$ cat src/rtl/hazard_pkg.sv
// Shared types and constants for the pipeline hazard controller.
//   hz_state_t : sequencer states (RUN, BR_FLUSH, MEM_WAIT)
//   FWD_*      : E-stage ALU operand forwarding select encodings
//   sat_inc16  : 16-bit increment that holds at all-ones
package hazard_pkg;

  typedef enum logic [1:0] {
    RUN      = 2'd0,
    BR_FLUSH = 2'd1,
    MEM_WAIT = 2'd2
  } hz_state_t;

  localparam logic [1:0] FWD_RF = 2'b00;
  localparam logic [1:0] FWD_W  = 2'b01;
  localparam logic [1:0] FWD_M  = 2'b10;

  function automatic logic [15:0] sat_inc16(input logic [15:0] v);
    return (v == 16'hFFFF) ? v : v + 16'd1;
  endfunction

endpackage

$ cat src/rtl/hazard_ctrl_fwd_sel.sv
// Forwarding select for one E-stage source register.
// Ports:
//   rs          in  5  source register of the E instruction
//   rd_m, rd_w  in  5  destination registers in M and W
//   reg_write_m in  1  M instruction writes the register file
//   reg_write_w in  1  W instruction writes the register file
//   fwd         out 2  FWD_M / FWD_W / FWD_RF (M wins over W, r0 never forwarded)
module fwd_sel
  import hazard_pkg::*;
(
  input  logic [4:0] rs,
  input  logic [4:0] rd_m,
  input  logic [4:0] rd_w,
  input  logic       reg_write_m,
  input  logic       reg_write_w,
  output logic [1:0] fwd
);

  always_comb begin
    fwd = FWD_RF;
    if (reg_write_m && (rd_m != 5'd0) && (rd_m == rs)) begin
      fwd = FWD_M;
    end else if (reg_write_w && (rd_w != 5'd0) && (rd_w == rs)) begin
      fwd = FWD_W;
    end
  end

endmodule

$ cat src/rtl/hazard_ctrl.sv
// Pipeline sequencer for the 5-stage 18-bit core: operand forwarding,
// load-use stalls, taken-branch flush sequencing and data-memory wait freezes.
// Optional perf counters are built only when HAZARD_PERF_EN is defined;
// otherwise stall_cnt/flush_cnt/wait_cnt are tied to zero.
// Ports:
//   clk, rst                          clock, synchronous active-high reset
//   RS1_D, RS2_D, RS1_E, RS2_E        source registers in D and E
//   RD_E, RD_M, RD_W                  destination registers in E/M/W
//   ResultSrcE, RegWriteM, RegWriteW  load-in-E, RF write flags in M/W
//   PCSrcE                            branch in E resolved taken
//   MemReqM, MemReadyM                data memory request / completion
//   StallF/D/E/M, FlushD/E            stage hold and bubble controls
//   ForwardAE, ForwardBE              operand forwarding selects
//   MemErr                            sticky memory timeout flag
//   stall_cnt, flush_cnt, wait_cnt    perf counters
//   state_dbg                         current sequencer state
// Handshake: a memory access is outstanding in any cycle with MemReqM=1 and
// MemReadyM=0; the cycle MemReadyM=1 is the completion cycle and is still frozen.
module hazard_ctrl
  import hazard_pkg::*;
#(
  parameter int BR_PENALTY  = 2,
  parameter int MEM_TIMEOUT = 15
) (
  input  logic        clk,
  input  logic        rst,
  input  logic [4:0]  RS1_D,
  input  logic [4:0]  RS2_D,
  input  logic [4:0]  RS1_E,
  input  logic [4:0]  RS2_E,
  input  logic [4:0]  RD_E,
  input  logic [4:0]  RD_M,
  input  logic [4:0]  RD_W,
  input  logic        ResultSrcE,
  input  logic        RegWriteM,
  input  logic        RegWriteW,
  input  logic        PCSrcE,
  input  logic        MemReqM,
  input  logic        MemReadyM,
  output logic        StallF,
  output logic        StallD,
  output logic        StallE,
  output logic        StallM,
  output logic        FlushD,
  output logic        FlushE,
  output logic [1:0]  ForwardAE,
  output logic [1:0]  ForwardBE,
  output logic        MemErr,
  output logic [15:0] stall_cnt,
  output logic [15:0] flush_cnt,
  output logic [15:0] wait_cnt,
  output logic [1:0]  state_dbg
);

  localparam logic [2:0] BR_REM_INIT = 3'(BR_PENALTY - 1);
  // Last timer value at which a missing ready forces release; the RUN cycle
  // that starts the wait counts as wait cycle 1.
  localparam logic [7:0] TO_LAST     = 8'(MEM_TIMEOUT - 1);

  hz_state_t  state_q, state_d;
  logic [2:0] rem_q, rem_d;
  logic [7:0] timer_q, timer_d;
  logic       mem_err_q, mem_err_d;
  logic       mem_stall, load_use;
  logic       stall_all, load_stall, flush_d, flush_e;

  fwd_sel u_fwd_a (.rs(RS1_E), .rd_m(RD_M), .rd_w(RD_W), .reg_write_m(RegWriteM),
                   .reg_write_w(RegWriteW), .fwd(ForwardAE));
  fwd_sel u_fwd_b (.rs(RS2_E), .rd_m(RD_M), .rd_w(RD_W), .reg_write_m(RegWriteM),
                   .reg_write_w(RegWriteW), .fwd(ForwardBE));

  assign mem_stall = MemReqM && !MemReadyM;
  assign load_use  = ResultSrcE && (RD_E != 5'd0) && ((RD_E == RS1_D) || (RD_E == RS2_D));

  always_comb begin
    state_d    = state_q;
    rem_d      = rem_q;
    timer_d    = timer_q;
    mem_err_d  = mem_err_q;
    stall_all  = 1'b0;
    load_stall = 1'b0;
    flush_d    = 1'b0;
    flush_e    = 1'b0;
    case (state_q)
      RUN: begin
        if (mem_stall) begin
          stall_all = 1'b1;
          state_d   = MEM_WAIT;
          timer_d   = 8'd1;
          rem_d     = 3'd0;
        end else if (PCSrcE) begin
          flush_d = 1'b1;
          flush_e = 1'b1;
          if (BR_PENALTY > 1) begin
            state_d = BR_FLUSH;
            rem_d   = BR_REM_INIT;
          end
        end else if (load_use) begin
          load_stall = 1'b1;
        end
      end
      BR_FLUSH: begin
        if (mem_stall) begin
          // Freeze first; the untouched rem_q resumes the flush afterwards.
          stall_all = 1'b1;
          state_d   = MEM_WAIT;
          timer_d   = 8'd1;
        end else begin
          flush_d = 1'b1;
          if (rem_q <= 3'd1) begin
            rem_d   = 3'd0;
            state_d = RUN;
          end else begin
            rem_d = rem_q - 3'd1;
          end
        end
      end
      MEM_WAIT: begin
        stall_all = 1'b1;
        if (MemReadyM || (timer_q >= TO_LAST)) begin
          if (!MemReadyM) mem_err_d = 1'b1;
          timer_d = 8'd0;
          state_d = (rem_q != 3'd0) ? BR_FLUSH : RUN;
        end else if (timer_q != 8'hFF) begin
          timer_d = timer_q + 8'd1;
        end
      end
      default: state_d = RUN;
    endcase
  end

  always_ff @(posedge clk) begin
    if (rst) begin
      state_q   <= RUN;
      rem_q     <= 3'd0;
      timer_q   <= 8'd0;
      mem_err_q <= 1'b0;
    end else begin
      state_q   <= state_d;
      rem_q     <= rem_d;
      timer_q   <= timer_d;
      mem_err_q <= mem_err_d;
    end
  end

  assign StallF    = stall_all | load_stall;
  assign StallD    = stall_all | load_stall;
  assign StallE    = stall_all;
  assign StallM    = stall_all;
  assign FlushD    = flush_d;
  assign FlushE    = flush_e | load_stall;
  assign MemErr    = mem_err_q;
  assign state_dbg = state_q;

`ifdef HAZARD_PERF_EN
  logic [15:0] stall_cnt_q, flush_cnt_q, wait_cnt_q;

  always_ff @(posedge clk) begin
    if (rst) begin
      stall_cnt_q <= 16'd0;
      flush_cnt_q <= 16'd0;
      wait_cnt_q  <= 16'd0;
    end else begin
      if (StallD)                stall_cnt_q <= sat_inc16(stall_cnt_q);
      if (FlushD || FlushE)      flush_cnt_q <= sat_inc16(flush_cnt_q);
      if (state_q == MEM_WAIT)   wait_cnt_q  <= sat_inc16(wait_cnt_q);
    end
  end

  assign stall_cnt = stall_cnt_q;
  assign flush_cnt = flush_cnt_q;
  assign wait_cnt  = wait_cnt_q;
`else
  assign stall_cnt = 16'd0;
  assign flush_cnt = 16'd0;
  assign wait_cnt  = 16'd0;
`endif

endmodule
$ cat config.mk
export PLATFORM = sky130hd
export DESIGN_NAME = hazard_ctrl
export DESIGN_NICKNAME = d
export VERILOG_FILES = /design/src/rtl/hazard_pkg.sv /design/src/rtl/hazard_ctrl_fwd_sel.sv /design/src/rtl/hazard_ctrl.sv
export SDC_FILE = /design/constraint.sdc
export NUM_CORES = 1
export LEC_CHECK = 0
export CORE_MARGIN = 2
export CORE_UTILIZATION = 33
export CTS_CLUSTER_SIZE = 24
export DETAILED_ROUTE_END_ITERATION = 6
export GPL_TIMING_DRIVEN = 0
export PLACE_DENSITY = 0.88
export SYNTH_ARGS = -nofsm -noshare
export SYNTH_HDL_FRONTEND = slang
export SYNTH_SLANG_ARGS = --single-unit
$ cat constraint.sdc
create_clock -name clk -period 1.6 [get_ports clk]
set_input_delay 0.16 -clock clk [delete_from_list [all_inputs] [get_ports clk]]
set_output_delay 0.16 -clock clk [all_outputs]
set_load 0.03 [all_outputs]
==> impl_metrics.toml <==
[power_and_ir_drop]
swShare_pct = 38.3
ir_drop_uv = 470
p_seq_share_pct = 24.6
design_power_total_mw = 1.55
p_per_area_nw_per_um2 = 551
clkPwrFrac_pct = 23.0
p_comb_share_pct = 52.4
p_switching_uw = 593
leakage_nw = 1.39
intPower_uw = 955

[critical_path]
rr_startpoint = "rem_q[1]$_SDFFE_PP0P_"
critPathLaunch = "state_dbg[0]$_SDFFE_PP0P_"
reg2reg_to = "rem_q[1]$_SDFFE_PP0P_"
crit_fanout = 3
crit_arrival_ns = 1.61
start_kind = "flip-flop"
endpoint_kind = "output pin"
crit_required_ns = 1.44
critPathKind = "flip-flop to output pin"
r2r_slack_ns = 0.03
worstSetupEndpoint = "FlushE"
r2r_cells = 8

[clock_network]
cts_root_buffer = "clkbuf_8"
cts_tree = "built"
clock_sink_count = 14
htreeDepth = 1
cts_made_buffers = 3
clockBufferDepth = 2
cts.clk_slew.worst_paths_ns = 0.06
insertion_delay_ns = 0.25
cts_hold_buffers = 0

[layout]
drive_above_1_share_pct = 43.1
area_growth_pct = 79.7
layout_common_cells = "buf_4 (76), conb_1 (48), xor2_1 (25), nor2_1 (19), clkdlybuf4s50_1 (17)"
layout_commonest_cell = "buf_4"
nets = 376
multi_input_area_um2 = 1240
final_cell_area_um2 = 2810
antenna_cells = 0
ff_latch_area_um2 = 289
stdcell_count = 381
fillCellCount = 393

[min_path]
worstHoldPathCells = 2
min_path_type = "input port to flip-flop"
hold_path.startpoint = "rst"

[global_routing]
grt_pass1_wl_um = 7020
grt_pass1_vias = 1551
grt_max_degree = 9
grt_use_total_pct = 16.8
antenna_found_initial = 0
grt.overflow.total = 0

[outcome]
violations = "setup timing"
status = "complete, but fails checks"

[timing]
fin_ws_ns = -0.171
clock_skew_ns = 0.00345
holdWs_ns = 0.301
fmax_mhz = 565
setup_viol_count_final = 5
finalCritPeriodShare_pct = 111
hold_viol = 0
slew_viol_final = 0
min_period_ns = 1.77
rsz0062_at_grt = "yes"

[logic_synthesis]
seq_area_frac_synth_pct = 17.9
ys_warn_count = 0
syn_avg_cell_area_um2 = 7.97
ys_ff_latch = 14
syn_area_um2 = 1560
synthCells = 196
ys_types = 42

[place]
place_congestion = 0.887
place_area_um2 = 2400
dp_hpwl_um = 3280
port_buffers = 54
detailedPlace.worstSlack_ns = -1.07
dp_cells = 351

[routing]
drc = 0
drt-initial-drc-count = 35
vias_per_cell = 4.48
drt_pass1_iterations = 4
wl_um = 4880
wl_per_cell_um = 12.8
vias = 1708
antenna_left = 0

[die]
die_w_um = 72.8
start_util_pct = 33.7
core_um2 = 4630
dieHeight_um = 72.8
die_area_um2 = 5300
io_pins = 104
num_rows = 25

[flow_run]
maxCapViolCount = 0
## registers in the layout (all words and copies together), names as in the netlist
register,flops
rem_q,3
MemErr,1
timer_q,8
state_dbg,2
## metal layers
metal	GRT usage [%]	vias up	routed length, µm
met5	0	-	0
met4	4.73	0	87
met3	3.73	12	284
met2	32.1	80	2710
met1	18.3	775	1790
li1	-	841	-
## layout make-up
| type | count | share of cell area, % |
|---|---|---|
| clock buffer | 4 | 1.96 |
| tap | 54 | 2.41 |
| buffer | 53 | 14.6 |
| sequential | 14 | 10.3 |
| multi-input combinational | 170 | 44.2 |
| inverter | 6 | 0.802 |
| timing repair buffer | 80 | 25.8 |
## Yosys cell counts
cell,instances,area share (%)
o21ai_2,2,1.1
conb_1,1,0.24
nor4_1,2,0.80
a31oi_1,2,0.80
nand4_1,1,0.40
a22oi_1,1,0.48
or3_1,1,0.40
a21oi_1,3,0.96
ha_1,5,4.0
a21o_1,1,0.48
buf_1,1,0.24
xor2_1,25,14
dfxtp_1,14,18
and3b_1,1,0.56
a211oi_1,2,0.96
nor2b_1,2,0.80
inv_1,6,1.4
xnor2_1,6,3.4
o2111a_1,1,0.72
o21ai_0,3,0.96
o211ai_1,2,0.96
nor3b_1,2,0.96
buf_4,50,24
buf_2,2,0.64
and3_1,3,1.2
nor4_2,3,2.4
a211o_1,2,1.1
nand3_1,4,1.3
or2_1,1,0.40
nand2_1,3,0.72
a221oi_1,1,0.56
a311o_1,1,0.64
a311oi_1,1,0.56
or4_1,5,2.4
a2bb2oi_1,2,1.1
o21bai_1,2,0.96
a2111oi_0,1,0.56
nor2_1,21,5.0
a41oi_1,1,0.56
o21ai_1,2,0.64
nand2b_1,3,1.2
nor3_1,4,1.3
## timing repair
action                                  CTS  global route
endpoints found under the setup margin   11            14
gates cloned                              0             0
pin swaps                                16            18
resized for setup                       129            63
buffers inserted                         12            14
## cells by family after synthesis
logic type	Yosys count	share of synthesized area, %
buf+inv	59	26.4
simple gates	56	19.9
xor+xnor	31	17.4
compound gates	30	14.2
flops	14	17.9
fa+ha+maj	5	4.01
other cells	1	0.240
## critical path: stages (launching register included)
cell and delay (ns):
dfxtp_2 0.32, buf_6 0.12, nor2_4 0.09, and3_4 0.19, o211ai_1 0.16, buf_4 0.19, o21ai_4 0.12, buf_6 0.15
## power groups by stage
| stage | sequential [mW] | combinational, mW | clock (mW) |
|---|---|---|---|
| global placement | 0.382 | 0.677 | 0 |
| detailed placement | 0.383 | 0.687 | 0 |
| finish | 0.381 | 0.811 | 0.355 |
| global route | 0.383 | 0.864 | 0.373 |
| floorplan | 0.388 | 0.472 | 0 |
| CTS | 0.375 | 0.736 | 0.361 |
## how the worst min path moves through the flow
stage                                     end  slack [ns]
global route              MemErr$_SDFFE_PP0P_        0.33
detailed placement        MemErr$_SDFFE_PP0P_        0.48
CTS                     rem_q[1]$_SDFFE_PP0P_        0.26
global placement          MemErr$_SDFFE_PP0P_        0.45
finish                    MemErr$_SDFFE_PP0P_        0.30
floorplan           state_dbg[1]$_SDFFE_PP0P_        0.24
## stage by stage
| stage | utilization [%] | setup TNS (ns) |
|---|---|---|
| 4_1_cts | 55.9 | -0.551 |
| 5_1_grt | 60.6 | -0.858 |
| 3_3_place_gp | 51.8 | -8.96 |
| 3_5_place_dp | 51.8 | -9.57 |
| 2_1_floorplan | - | -0.146 |
| 6_report | 60.6 | -0.534 |
(Power assumes the default switching activity.)
